$ cat config.mk
export PLATFORM = sky130hd
export DESIGN_NAME = lsu
export DESIGN_NICKNAME = d
export VERILOG_FILES = /design/src/rtl/npc_pkg.sv /design/src/rtl/lsu_align.sv /design/src/rtl/lsu.sv
export SDC_FILE = /design/constraint.sdc
export NUM_CORES = 1
export LEC_CHECK = 0
export CAP_MARGIN = 25
export CORE_MARGIN = 2
export CORE_UTILIZATION = 45
export CTS_CLUSTER_SIZE = 12
export DETAILED_ROUTE_END_ITERATION = 12
export PLACE_DENSITY = 0.79
export SLEW_MARGIN = 20
export SYNTH_ARGS = -nofsm -noshare
export SYNTH_HDL_FRONTEND = slang
export SYNTH_SLANG_ARGS = --single-unit
$ cat constraint.sdc
create_clock -name clk -period 5.67 [get_ports clk]
set_input_delay 0.8505 -clock clk [delete_from_list [all_inputs] [get_ports clk]]
set_output_delay 0.8505 -clock clk [all_outputs]
set_load 0.02 [all_outputs]
$ cat src/rtl/npc_pkg.sv
// Shared definitions for the core's memory path: MemOp (func3) codes,
// LSU FSM state encoding, default bus timeout and access-check helpers.
package npc_pkg;

  localparam int TIMEOUT_DEFAULT = 256;

  localparam logic [2:0] MEMOP_B  = 3'b000;
  localparam logic [2:0] MEMOP_H  = 3'b001;
  localparam logic [2:0] MEMOP_W  = 3'b010;
  localparam logic [2:0] MEMOP_BU = 3'b100;
  localparam logic [2:0] MEMOP_HU = 3'b101;

  typedef enum logic [1:0] {
    ST_IDLE = 2'b00,
    ST_REQ  = 2'b01,
    ST_WAIT = 2'b10,
    ST_RESP = 2'b11
  } lsu_state_e;

  // Stores only have signed-looking codes; unsigned forms are load-only.
  function automatic logic op_legal(input logic wen, input logic [2:0] op);
    logic ok;
    case (op)
      MEMOP_B, MEMOP_H, MEMOP_W: ok = 1'b1;
      MEMOP_BU, MEMOP_HU:        ok = ~wen;
      default:                   ok = 1'b0;
    endcase
    return ok;
  endfunction

  function automatic logic op_misaligned(input logic [2:0] op, input logic [1:0] off);
    logic mis;
    case (op)
      MEMOP_H, MEMOP_HU: mis = off[0];
      MEMOP_W:           mis = (off != 2'b00);
      default:           mis = 1'b0;
    endcase
    return mis;
  endfunction

endpackage

$ cat src/rtl/lsu_align.sv
// Combinational byte-lane logic: store data replication / strobe generation
// and load lane selection with sign or zero extension.
module lsu_align
  import npc_pkg::*;
(
  input  logic [2:0]  st_op,
  input  logic [1:0]  st_off,
  input  logic [31:0] st_wdata,
  output logic [31:0] st_data,
  output logic [3:0]  st_strb,
  input  logic [2:0]  ld_op,
  input  logic [1:0]  ld_off,
  input  logic [31:0] ld_word,
  output logic [31:0] ld_data
);

  logic [7:0]  byte_s;
  logic [15:0] half_s;

  // Store lanes: narrow data is replicated so the strobe alone picks the lane.
  always_comb begin
    st_data = st_wdata;
    st_strb = 4'b0000;
    case (st_op)
      MEMOP_B: begin
        st_data = {4{st_wdata[7:0]}};
        st_strb = 4'b0001 << st_off;
      end
      MEMOP_H: begin
        st_data = {2{st_wdata[15:0]}};
        st_strb = 4'b0011 << {st_off[1], 1'b0};
      end
      MEMOP_W: begin
        st_data = st_wdata;
        st_strb = 4'b1111;
      end
      default: begin
        st_data = 32'd0;
        st_strb = 4'b0000;
      end
    endcase
  end

  // Load lanes: pick byte/half by offset, then extend per op.
  always_comb begin
    byte_s  = 8'd0;
    half_s  = 16'd0;
    ld_data = 32'd0;
    case (ld_off)
      2'b00:   byte_s = ld_word[7:0];
      2'b01:   byte_s = ld_word[15:8];
      2'b10:   byte_s = ld_word[23:16];
      2'b11:   byte_s = ld_word[31:24];
      default: byte_s = 8'd0;
    endcase
    if (ld_off[1]) begin
      half_s = ld_word[31:16];
    end else begin
      half_s = ld_word[15:0];
    end
    case (ld_op)
      MEMOP_B:  ld_data = {{24{byte_s[7]}}, byte_s};
      MEMOP_BU: ld_data = {24'd0, byte_s};
      MEMOP_H:  ld_data = {{16{half_s[15]}}, half_s};
      MEMOP_HU: ld_data = {16'd0, half_s};
      MEMOP_W:  ld_data = ld_word;
      default:  ld_data = 32'd0;
    endcase
  end

endmodule

$ cat src/rtl/lsu.sv
// Load/store unit: one outstanding access, IDLE -> REQ -> WAIT -> RESP.
// Optional build macro LSU_MISALIGN_TRAP_EN: misaligned halfword/word
// accesses complete with resp_err and never reach the bus.
module lsu
  import npc_pkg::*;
#(
  parameter int TIMEOUT = TIMEOUT_DEFAULT
) (
  input  logic        clk,
  input  logic        rst,
  input  logic        req_valid,
  output logic        req_ready,
  input  logic        req_wen,
  input  logic [2:0]  req_op,
  input  logic [31:0] req_addr,
  input  logic [31:0] req_wdata,
  output logic        resp_valid,
  output logic [31:0] resp_rdata,
  output logic        resp_err,
  output logic        bus_valid,
  input  logic        bus_ready,
  output logic        bus_wen,
  output logic [31:0] bus_addr,
  output logic [31:0] bus_wdata,
  output logic [3:0]  bus_wstrb,
  input  logic        bus_rvalid,
  input  logic [31:0] bus_rdata
);

  localparam logic [31:0] TO_LAST = 32'(TIMEOUT - 1);

  lsu_state_e  state_r;
  logic [31:0] cnt_r;
  logic        req_ready_r, bus_valid_r, bus_wen_r;
  logic [31:0] bus_addr_r, bus_wdata_r;
  logic [3:0]  bus_wstrb_r;
  logic        resp_valid_r, resp_err_r;
  logic [31:0] resp_rdata_r;
  logic [2:0]  op_r;
  logic [1:0]  off_r;

  logic        accept_s, err_s, misalign_s, timeout_hit_s;
  logic [31:0] st_data_s, ld_data_s;
  logic [3:0]  st_strb_s;

  lsu_align u_align (
    .st_op    (req_op),
    .st_off   (req_addr[1:0]),
    .st_wdata (req_wdata),
    .st_data  (st_data_s),
    .st_strb  (st_strb_s),
    .ld_op    (op_r),
    .ld_off   (off_r),
    .ld_word  (bus_rdata),
    .ld_data  (ld_data_s)
  );

`ifdef LSU_MISALIGN_TRAP_EN
  assign misalign_s = op_misaligned(req_op, req_addr[1:0]);
`else
  assign misalign_s = 1'b0;
`endif

  assign accept_s      = req_valid && req_ready_r;
  assign err_s         = !op_legal(req_wen, req_op) || misalign_s;
  assign timeout_hit_s = (TIMEOUT != 0) && (cnt_r == TO_LAST);

  // FSM, timeout counter and all registered outputs.
  always_ff @(posedge clk) begin
    if (rst) begin
      state_r      <= ST_IDLE;
      cnt_r        <= 32'd0;
      req_ready_r  <= 1'b1;
      bus_valid_r  <= 1'b0;
      bus_wen_r    <= 1'b0;
      bus_addr_r   <= 32'd0;
      bus_wdata_r  <= 32'd0;
      bus_wstrb_r  <= 4'b0000;
      resp_valid_r <= 1'b0;
      resp_err_r   <= 1'b0;
      resp_rdata_r <= 32'd0;
      op_r         <= 3'b000;
      off_r        <= 2'b00;
    end else begin
      case (state_r)
        ST_IDLE: begin
          if (accept_s) begin
            req_ready_r <= 1'b0;
            cnt_r       <= 32'd0;
            bus_wen_r   <= req_wen;
            bus_addr_r  <= {req_addr[31:2], 2'b00};
            op_r        <= req_op;
            off_r       <= req_addr[1:0];
            if (err_s) begin
              // Rejected access: answer directly, bus stays quiet.
              state_r      <= ST_RESP;
              bus_wdata_r  <= 32'd0;
              bus_wstrb_r  <= 4'b0000;
              resp_valid_r <= 1'b1;
              resp_err_r   <= 1'b1;
              resp_rdata_r <= 32'd0;
            end else begin
              state_r     <= ST_REQ;
              bus_valid_r <= 1'b1;
              bus_wdata_r <= req_wen ? st_data_s : 32'd0;
              bus_wstrb_r <= req_wen ? st_strb_s : 4'b0000;
            end
          end
        end
        ST_REQ: begin
          // rvalid is deliberately ignored here, even alongside bus_ready.
          cnt_r <= cnt_r + 32'd1;
          if (bus_ready) begin
            state_r     <= ST_WAIT;
            bus_valid_r <= 1'b0;
          end else if (timeout_hit_s) begin
            state_r      <= ST_RESP;
            bus_valid_r  <= 1'b0;
            resp_valid_r <= 1'b1;
            resp_err_r   <= 1'b1;
            resp_rdata_r <= 32'd0;
          end
        end
        ST_WAIT: begin
          cnt_r <= cnt_r + 32'd1;
          if (bus_rvalid) begin
            state_r      <= ST_RESP;
            resp_valid_r <= 1'b1;
            resp_err_r   <= 1'b0;
            resp_rdata_r <= bus_wen_r ? 32'd0 : ld_data_s;
          end else if (timeout_hit_s) begin
            state_r      <= ST_RESP;
            resp_valid_r <= 1'b1;
            resp_err_r   <= 1'b1;
            resp_rdata_r <= 32'd0;
          end
        end
        ST_RESP: begin
          state_r      <= ST_IDLE;
          req_ready_r  <= 1'b1;
          resp_valid_r <= 1'b0;
          resp_err_r   <= 1'b0;
          resp_rdata_r <= 32'd0;
        end
        default: begin
          state_r      <= ST_IDLE;
          req_ready_r  <= 1'b1;
          bus_valid_r  <= 1'b0;
          resp_valid_r <= 1'b0;
          resp_err_r   <= 1'b0;
          resp_rdata_r <= 32'd0;
        end
      endcase
    end
  end

  assign req_ready  = req_ready_r;
  assign bus_valid  = bus_valid_r;
  assign bus_wen    = bus_wen_r;
  assign bus_addr   = bus_addr_r;
  assign bus_wdata  = bus_wdata_r;
  assign bus_wstrb  = bus_wstrb_r;
  assign resp_valid = resp_valid_r;
  assign resp_err   = resp_err_r;
  assign resp_rdata = resp_rdata_r;

endmodule

==> run_results.csv <==
group,metric,value,unit
global_route,grt_max_degree,75,
cells_and_area,fin_nets,1034,
floorplanning,design.die.area,0.01513,mm2
sta,fmax,301.1,MHz
logic_synthesis,yosysTopAreaCell,"dfxtp_1",
clock_tree,hold_buffers,0,
global_route,antenna_found_initial,0,
clock_tree,post_cts_buffers,0,
logic_synthesis,ys_top_cells_by_count,"dfxtp_1, nand2_1, a21oi_1",
logic_synthesis,ys_ff_latch,142,
route,drt_iter0_drc,711,
clock_tree,cts_tree,"yes",
min_path,min_from,"resp_rdata[1]",
route,vias,6273,
logic_synthesis,yosys_warnings,0,
power_and_ir_drop,ir_drop,0.2406,mV
floorplanning,die_x,123.0,um
logic_synthesis,synth_top_cell_area_share,0.4459,
place,place_inst,1084,
sta,worst_pin_slew,0.9772,ns
clock_tree,root_buffer,"clkbuf_16",
sta,max_slew_margin,0.3435,
clock_tree,post_cts_resized,0,
floorplanning,rows,43,
power_and_ir_drop,p_leak,0.003203,uW
logic_synthesis,synthTopCellsByArea,"dfxtp_1, a21oi_1, nand2_1",
sta,tns,0,ns
min_path,hold_depth,1,
clock_tree,h-tree-depth,4,
critical_path,critPathMaxFanout,23,
floorplanning,die_h,123.0,um
sta,finalSetupViolations,0,
route,dr.pass1.iters,6,
logic_synthesis,syn_inst,746,
floorplanning,coreArea,0.01388,mm2
logic_synthesis,netlist_area,0.006375,mm2
sta,rsz0062_at_grt,"false",
sta,hold_viol_final,0,
logic_synthesis,async_flop_share,0,
logic_synthesis,synth_edf_count,0,
clock_tree,insertion_delay,0.42,ns
floorplanning,num_io_pins,210,
place,place.gp.congestion,0.8463,
critical_path,r2r_setup_slack,2.53,ns
place,place_ws,1.922,ns
min_path,hold_end,"resp_rdata[1]",
global_route,grt_pass1_wl,28.36,mm
sta,drv_slew,0,
critical_path,crit_required,5.98,ns
route,viasPerCell,5.626,
outcome,status,"finished clean",
critical_path,crit_type,"in -> reg",
critical_path,arrival,3.63,ns
critical_path,worst_setup_path_end_kind,"register",
sta,clock_skew,0.009336,ns
cells_and_area,drive_above_1_share,0.07380,
route,drt.antenna.violating_nets,0,
min_path,hold_class,"reg -> reg",
critical_path,r2r_end,"bus_wdata[16]",
route,drc,0,
critical_path,r2r_start,"state_r[1]",
job,drv_cap,0,
clock_tree,clock_sinks,142,
sta,worst_slack,2.348,ns
cells_and_area,instances_no_fill,1115,
route,avgRoutedWirePerCell,16.71,um
route,finalWirelength,18.64,mm
cells_and_area,area_delta_synth_final,44.02,%
global_route,grt_pass1_vias,5523,
logic_synthesis,yosysMostFrequentCell,"dfxtp_1",
sta,final.min_clock_period,3.322,ns
logic_synthesis,synth_ff_type,"dfxtp_1",
place,io_buffers,207,
clock_tree,cts.clk_slew.worst_paths,0.06,ns
place,hpwl,12.79,mm
sta,fin_crit_sh,0.5858,
logic_synthesis,seq_area_frac_synth,0.4459,
cells_and_area,antenna_cells,0,
clock_tree,cts_buffers,17,
power_and_ir_drop,p_per_area,361.0,mW/mm2
critical_path,rr_worst_depth,9,
critical_path,critPathLaunchType,"primary input",
logic_synthesis,ys_types,59,
global_route,grt_overflow,0,
clock_tree,clock_path_buffers,2,
logic_synthesis,avgSynthCellArea,8.545,um2
global_route,grt.total_usage,0.2386,
floorplanning,start_util,0.4593,
-- stage by stage --
step	total power [uW]	cell area (um2)	hold slack, ns	util
6_report	3314	9181	0.4498	0.6614
5_1_grt	3467	9181	0.4679	0.6614
4_1_cts	3320	9175	0.4541	0.6610
3_5_place_dp	2079	8511	0.4405	0.6131
3_3_place_gp	2061	8482	0.4360	0.6111
2_1_floorplan	1738	6379	0.4678	-
-- final cells by class --
type                            instances  area [um2]
Clock buffer                           21       480.5
Clock inverter                         10       183.9
Fill cell                            1142        4700
Inverter                               14       52.55
Multi-Input combinational cell        533        3262
Sequential cell                       142        2843
Tap cell                              180       225.2
Timing Repair Buffer                  215        2135
-- worst max path at each step --
stage | start | endpoint | slack (ns) | cells past startpoint
3_3_place_gp | req_op[0] | resp_rdata[6] | 1.98 | 6
4_1_cts | req_op[0] | resp_rdata[4] | 2.37 | 7
2_1_floorplan | bus_rdata[7] | resp_rdata[16] | 3.38 | 7
3_5_place_dp | req_op[0] | resp_rdata[4] | 1.92 | 7
5_1_grt | req_op[0] | resp_rdata[0] | 2.14 | 7
6_report | req_op[0] | resp_rdata[4] | 2.35 | 7
-- layer usage --
metal | global-route usage | routed length, um | up-vias | part of all wire
li1 | - | - | 3022 | -
met1 | 0.3144 | 8086 | 2959 | 0.43
met2 | 0.3829 | 8826 | 259 | 0.47
met3 | 0.06042 | 1305 | 33 | 0.070
met4 | 0.07884 | 417 | 0 | 0.022
met5 | 0 | 0 | - | 0
-- where the power goes --
part	leakage [uW]	switching [uW]	total (uW)	internal, uW
clock network	0.000321	415	1240	823
registers	0.00115	68.5	1150	1080
logic	0.00173	550	927	377
total	0.00320	1030	3310	2280
-- logic make-up after synthesis --
family                     after synthesis  share of synthesized area
DFF                                    142                     0.4459
other                                    1                  0.0005882
AOI/OAI and AO/OA                      222                     0.2318
adders and majority gates                6                    0.01178
muxes                                    7                    0.01433
buffers and inverters                   72                    0.04946
xor gates and xnor gates                28                    0.03847
and+or+nand+nor                        268                     0.2077
-- worst max-delay path, stage by stage --
cell	delay, ns
clkdlybuf4s50_1	0.90
a21oi_1	0.15
o21bai_1	0.27
a221oi_1	0.65
o32ai_4	0.36
buf_8	0.26
a21o_1	0.18
-- registers in the layout (all words and copies together) (netlist names) --
signal,count
bus_wen,1
bus_wdata,32
state_r,2
bus_wstrb,4
off_r,2
resp_valid,1
req_ready,1
resp_err,1
bus_valid,1
cnt_r,32
resp_rdata,32
bus_addr,30
op_r,3
-- layout by cell type, fill, tap and decap left out, types with 8 or more instances in the layout --
| cell | n |
|---|---|
| clkdlybuf4s50_1 | 206 |
| dfxtp_1 | 142 |
| nand2_1 | 103 |
| a21oi_1 | 83 |
| nor2_1 | 78 |
| o21ai_0 | 26 |
| o2bb2ai_1 | 25 |
| a22oi_1 | 25 |
| xnor2_1 | 19 |
| clkbuf_16 | 17 |
| inv_1 | 14 |
| nor2b_1 | 13 |
| a221oi_1 | 10 |
| a21o_1 | 9 |
| nor3_2 | 9 |
| xor2_1 | 9 |
| nand4_1 | 8 |
| o22ai_1 | 8 |
| nand3_1 | 8 |
(Power assumes the default switching activity.)
